$ cat src/rtl/tt_eval_pkg.sv
// tt_eval_pkg: shared config-FSM states and width helpers for tt_logic_eval
package tt_eval_pkg;
  typedef enum logic [1:0] {IDLE, LOAD, COMMIT} cfg_state_e;
  localparam int N_IN_MAX = 8;
  function automatic int tt_width(input int n);
    return 1 << n;
  endfunction
endpackage

$ cat src/rtl/tt_cfg_loader.sv
// tt_cfg_loader: serial truth-table loader; shifts bits MSB first and pulses commit once a full table has arrived
module tt_cfg_loader
  import tt_eval_pkg::*;
#(
  parameter int TT_W = 16
) (
  input  logic            clk,
  input  logic            rst,
  input  logic            cfg_valid,
  output logic            cfg_ready,
  input  logic            cfg_bit,
  input  logic            cfg_abort,
  output logic            cfg_busy,
  output logic            commit,
  output logic [TT_W-1:0] shadow
);
  localparam int CW = $clog2(TT_W) + 1;
  cfg_state_e state;
  logic [CW-1:0] count;
  assign cfg_ready = state != COMMIT;
  assign cfg_busy = state != IDLE;
  assign commit = state == COMMIT;
  always_ff @(posedge clk) begin
    if (rst) begin
      state <= IDLE;
      count <= '0;
      shadow <= '0;
    end else begin
      case (state)
        IDLE: if (cfg_valid) begin
          shadow <= {shadow[TT_W-2:0], cfg_bit};
          count <= CW'(1);
          state <= LOAD;
        end
        LOAD: if (cfg_abort) begin
          count <= '0;
          state <= IDLE;
        end else if (cfg_valid) begin
          shadow <= {shadow[TT_W-2:0], cfg_bit};
          count <= count + 1'b1;
          if (count == CW'(TT_W - 1)) state <= COMMIT;
        end
        default: begin
          count <= '0;
          state <= IDLE;
        end
      endcase
    end
  end
endmodule

$ cat src/rtl/tt_logic_eval.sv
// tt_logic_eval: registered N_IN-input truth-table gate with serial reprogramming
// Define TT_READBACK_EN to expose the active table on tt_active.
module tt_logic_eval
  import tt_eval_pkg::*;
#(
  parameter int N_IN = 4,
  parameter int TT_W = tt_width(N_IN),
  parameter logic [TT_W-1:0] TT_INIT = TT_W'(16'h4BF8)
) (
  input  logic            clk,
  input  logic            rst,
  input  logic            in_valid,
  output logic            in_ready,
  input  logic [N_IN-1:0] in_data,
  output logic            out_valid,
  input  logic            out_ready,
  output logic            out_bit,
  input  logic            cfg_valid,
  output logic            cfg_ready,
  input  logic            cfg_bit,
  input  logic            cfg_abort,
  output logic            cfg_busy
`ifdef TT_READBACK_EN
  , output logic [TT_W-1:0] tt_active
`endif
);
  logic [TT_W-1:0] active, shadow;
  logic commit;
  tt_cfg_loader #(.TT_W(TT_W)) u_loader (
    .clk(clk), .rst(rst), .cfg_valid(cfg_valid), .cfg_ready(cfg_ready),
    .cfg_bit(cfg_bit), .cfg_abort(cfg_abort), .cfg_busy(cfg_busy),
    .commit(commit), .shadow(shadow)
  );
  assign in_ready = !out_valid | out_ready;
`ifdef TT_READBACK_EN
  assign tt_active = active;
`endif
  // active only changes at the end of COMMIT, so a same-cycle eval sees the old table
  always_ff @(posedge clk) begin
    if (rst) active <= TT_INIT;
    else if (commit) active <= shadow;
  end
  always_ff @(posedge clk) begin
    if (rst) begin
      out_valid <= 1'b0;
      out_bit <= 1'b0;
    end else if (in_valid && in_ready) begin
      out_valid <= 1'b1;
      out_bit <= active[in_data];
    end else if (out_ready) begin
      out_valid <= 1'b0;
    end
  end
endmodule

$ cat config.mk
export PLATFORM = sky130hd
export DESIGN_NAME = tt_logic_eval
export DESIGN_NICKNAME = d
export VERILOG_FILES = /design/src/rtl/tt_eval_pkg.sv /design/src/rtl/tt_cfg_loader.sv /design/src/rtl/tt_logic_eval.sv
export SDC_FILE = /design/constraint.sdc
export NUM_CORES = 1
export LEC_CHECK = 0
export BUFFER_PORTS_ARGS = -buffer_cell sky130_fd_sc_hd__buf_4
export CAP_MARGIN = 40
export CORE_ASPECT_RATIO = 1.1
export CORE_MARGIN = 2
export CORE_UTILIZATION = 55
export CTS_CLUSTER_DIAMETER = 100
export CTS_CLUSTER_SIZE = 28
export DETAILED_ROUTE_END_ITERATION = 6
export PLACE_DENSITY = 0.76
export RECOVER_POWER = 25
export SYNTH_ARGS = -nofsm -noshare
export SYNTH_HDL_FRONTEND = slang
export SYNTH_SLANG_ARGS = --single-unit
$ cat constraint.sdc
create_clock -name clk -period 1.9 [get_ports clk]
set_clock_uncertainty 0.05 [all_clocks]
set_input_delay 0.38 -clock clk [delete_from_list [all_inputs] [get_ports clk]]
set_output_delay 0.38 -clock clk [all_outputs]
set_load 0.05 [all_outputs]
# Word-level counts from Yosys, hierarchy flattened
# Cells that the tools add are included.
[totals]
ff_bits = 41
inputBits = 11
[op_classes]
n_addsub = 1
order_cmp = 1
n_eq_ne = 8
mux = 16
bitwise = 1
n_reduce_logical = 9
[ops]
columns = ["op", "count"]
rows = [
  ["$mux 16", 2],
  ["$pmux 16 s2", 1],
  ["$mux 5", 3],
  ["$pmux 5 s2", 1],
  ["$mux 2", 4],
  ["$ne 2x2->1 const B", 3],
  ["$reduce_bool 2->1", 3],
  ["$add 5x1->5 const B", 1],
  ["$eq 5x4->1 const B", 1],
  ["$lt 4x5->1 const B", 1],
  ["$bmux 1 s4", 1],
  ["$pmux 2 s2", 1],
  ["$reduce_and 2->1", 2],
  ["$mux 1", 3],
  ["$ne 3x2->1 const B", 1],
  ["$ne 3x3->1 const B", 1],
  ["$reduce_and 3->1", 1],
  ["$eq 2x1->1 const B", 1],
  ["$eq 2x2->1 const B", 1],
  ["$logic_not 2->1", 1],
  ["$logic_and 1x1->1", 1],
  ["$logic_not 1->1", 1],
  ["$or 1x1->1", 1],
]

# Logic depth before layout (Yosys ltp)
[logic_depth]
depth_word = 5
depth_mapped = 7
ltp_nobuf = 6

# Cells and area by module
# From an unflattened synthesis, not the netlist that was laid out.
[hier_totals]
hier_cells = 183
hier_area_um2 = 1744.2
[modules_own_cells]
columns = ["module", "instances", "cells_each", "area_each_um2", "seq_area_each_um2"]
rows = [
  ["tt_cfg_loader", 1, 115, 968.4, 460.4],
  ["tt_logic_eval", 1, 68, 775.7, 360.3],
]

# Worst setup path after synthesis
# Ideal clock, no wire load.
[synth_path]
path_kind = "register to output"
startpoint = "reg u_loader.state[0]"
endpoint = "out cfg_ready"
arrival_ns = 1.385
slack_ns = 0.085
path_stages_with_launch = 6
cell_sequence = "dfxtp_1 -> buf_2 -> nor2b_1 -> buf_2 -> clkinv_1 -> buf_1"
[synth_via]
elab_chain_len = 1
[synth_lines]
columns = ["item", "line", "source"]
rows = [
  ["start: declaration", "tt_cfg_loader.sv:18", "cfg_state_e state;"],
  ["start signal: assignment", "tt_cfg_loader.sv:25", "state <= IDLE;"],
  ["start signal: assignment", "tt_cfg_loader.sv:33", "state <= LOAD;"],
  ["start signal: assignment", "tt_cfg_loader.sv:37", "state <= IDLE;"],
  ["$ne 2x2->1", "tt_cfg_loader.sv:20", "assign cfg_ready = state != COMMIT;"],
  ["end: declaration", "tt_logic_eval.sv:19", "output logic cfg_ready,"],
]
# Every way passes these cells.

# Worst setup path in the final report
[layout_path]
startpoint = "reg u_loader.state[1]"
endpoint = "out cfg_ready"
# Same word-level chain as after synthesis.

==> results.py <==
metrics = {
    "worst_setup_path": {
        "path_max_fanout": 8,
        "cp.required_ns": 1.47,
        "worst_ep_arrival_time_ns": 1.31,
        "critPathKind": "flop to output pin",
        "critPathSlowestCell": "dfxtp_2",
        "worst_path_largest_cell_delay_ns": 0.40,
        "endpoint_kind": "output pin",
        "crit_path_cell_trace": "nor2b_1 > clkinv_1 > buf_4",
        "cp-start-kind": "flop",
    },
    "global_route": {
        "grt_pass1_vias": 1168,
        "grt_util_all_layers": 0.190,
        "grt_max_degree": 39,
        "grt_pass1_wl_um": 5060,
        "grtUsageMet3": 0.0580,
        "use_met2": 0.324,
        "use_met1": 0.224,
        "busiest_layer": "met2",
        "antenna_found_initial": 0,
        "overflow": 0,
    },
    "clock_tree": {
        "clk_pin_slew_worst_paths_ns": 0.10,
        "cts_buffers": 5,
        "cts_num_sinks": 41,
        "ctsHtreeMaxLevel": 2,
        "ctsHoldBuffers": 0,
        "cts_root_buffer": "clkbuf_4",
        "postCtsResizedCells": 0,
        "post_cts_buffers": 0,
        "insertion_delay_ns": 0.34,
        "cts_tree": "yes",
        "cts_buffer_depth": 2,
    },
    "floorplanning": {
        "dieArea_um2": 3480,
        "die_y_um": 61.7,
        "dieWidth_um": 56.4,
        "core-area_um2": 2830,
        "ios": 16,
        "row_count": 20,
        "start_util": 0.588,
    },
    "sta": {
        "fin_ws_ns": 0.158,
        "rsz0062_at_grt": "false",
        "hold_violations": 0,
        "fin_crit_ns": 1.74,
        "tns_ns": 0,
        "slew_viol_final": 0,
        "slew_headroom": 0.575,
        "max_freq_ghz": 0.574,
        "tightest_slew_ns": 0.638,
        "period_share": 0.917,
        "setup_violations": 0,
    },
    "placement": {
        "dpl.cell_count": 234,
        "place.gp.congestion": 0.863,
        "pre_cts_ws_ns": 0.133,
        "port_buffers": 15,
        "place_hpwl_um": 2190,
    },
    "synth": {
        "syn_avg_cell_area_um2": 8.53,
        "seq_area_frac_synth": 0.493,
        "synth_area_leaders": "dfxtp_1 49%, nand2_1 15%, a21oi_1 8.1%, mux4_1 4.7%, nand3b_1 4.1%",
        "synth_cells": 195,
        "syn_nets": 208,
        "synth_top_area_cell": "dfxtp_1",
        "ys_warn_count": 0,
        "netlist.area_leader.share": 0.493,
        "synth-seq-cells": 41,
        "synth.distinct_cells": 32,
        "mappedNetlistArea_um2": 1660,
    },
    "final_layout": {
        "area_growth_pct": 10.4,
        "fill_cells": 249,
        "nets": 221,
        "diodes": 0,
        "drive_gt1_frac": 0.120,
        "instances_no_fill": 241,
    },
    "pwr": {
        "power_density_nw_per_um2": 776,
        "finalPower_mw": 1.42,
        "leakagePower_nw": 0.712,
        "irDropWorstVdd_mv": 0.577,
    },
    "detailed_routing": {
        "via_per_inst": 5.49,
        "wl_per_cell_um": 12.5,
        "first_pass_iters": 4,
        "vias": 1323,
        "ant_nets": 0,
        "drt_iter0_markers": 38,
        "drc": 0,
        "totalWireLength_um": 3010,
    },
    "run": {
        "maxCapViolCount": 0,
    },
    "worst_hold_path": {
        "hold_path.class": "input pin to flop",
    },
    "run_status": {
        "status": "finished, final reports clean",
    },
}
power breakdown:
group / internal [mW] / switching [mW]
clock: 0.175 / 0.247
sequential: 0.870 / 0.0104
combinational: 0.0476 / 0.0744
total: 1.09 / 0.332
cells by family after synthesis:
group           Yosys count  synth area share
flops                    41             0.493
mux                       7            0.0797
compound gates           34             0.114
simple gates             93             0.249
fa+ha+maj                 2            0.0150
buf+inv                  16            0.0383
xor+xnor                  2            0.0105
through the flow:
stage               utilization  cell area [µm²]  hold WS (ns)
finish                    0.650             1840         0.239
global route              0.650             1840         0.242
CTS                       0.653             1850         0.215
detailed placement        0.634             1790         0.406
global placement          0.634             1790         0.397
floorplan                     -             1660         0.382
critical path: cells and delay by family, from the launching register on:
kind,cells,cell delay [ns]
buffers and inverters,2,0.32
DFF,1,0.40
and+or+nand+nor,1,0.24
synth_stat cells:
cell type / number
mux2_2: 1
and2_1: 1
clkbuf_1: 8
nand4_1: 1
mux2i_1: 2
a211oi_1: 2
a211o_1: 1
nor3b_1: 1
xor2_1: 2
nand2b_1: 1
nand4b_1: 1
mux4_1: 3
dfxtp_1: 41
nand3b_1: 9
nor2_1: 5
buf_1: 1
or2_2: 1
nor3_1: 2
o21ai_0: 1
ha_1: 2
buf_2: 3
nor2b_1: 2
nor4_1: 1
clkinv_1: 1
a21oi_1: 27
a21o_1: 1
a2111oi_0: 1
mux4_2: 1
and3_1: 1
a2111oi_1: 1
inv_1: 3
nand2_1: 67
final cells by class:
type                            instances  area (µm²)  share of cell area
Multi-Input combinational cell        138         779               0.424
Timing Repair Buffer                   18         124              0.0674
Tap cell                               33        41.3              0.0225
Sequential cell                        41         822               0.448
Clock buffer                            7        55.1              0.0300
Inverter                                4        15.0             0.00817
sequential cells by signal (all words and copies together), names as in the netlist:
register	flops
u_loader.count	5
u_loader.state	2
out_bit	1
active	16
out_valid	1
u_loader.shadow	16
worst paths after layout:
check,from,endpoint,slack [ns],cells past startpoint
hold / removal,cfg_bit,u_loader.shadow[0],0.24,3
setup reg to reg,u_loader.state[0],active[2],0.30,5
setup / recovery,u_loader.state[1],cfg_ready,0.16,3
hold reg to reg,active[10],active[10],0.42,2
layer usage:
layer  wire (µm)  up-vias
met5           0        -
met4          63        0
met3         120        7
met2        1490       24
met1        1340      615
li1            -      677
cell usage in the layout, fill, tap and decap left out, drive strengths merged, types with 2 or more instances in the layout:
master and instances:
nand2 67, xor2 2, mux4 4, inv 3, nor2 5, ha 2, nor3 2, nand3b 9
buf 15, a2111oi 2, dfxtp 41, nor2b 2, a211oi 2, a21oi 27, mux2i 2, clkbuf 10
(Power assumes the default switching activity.)
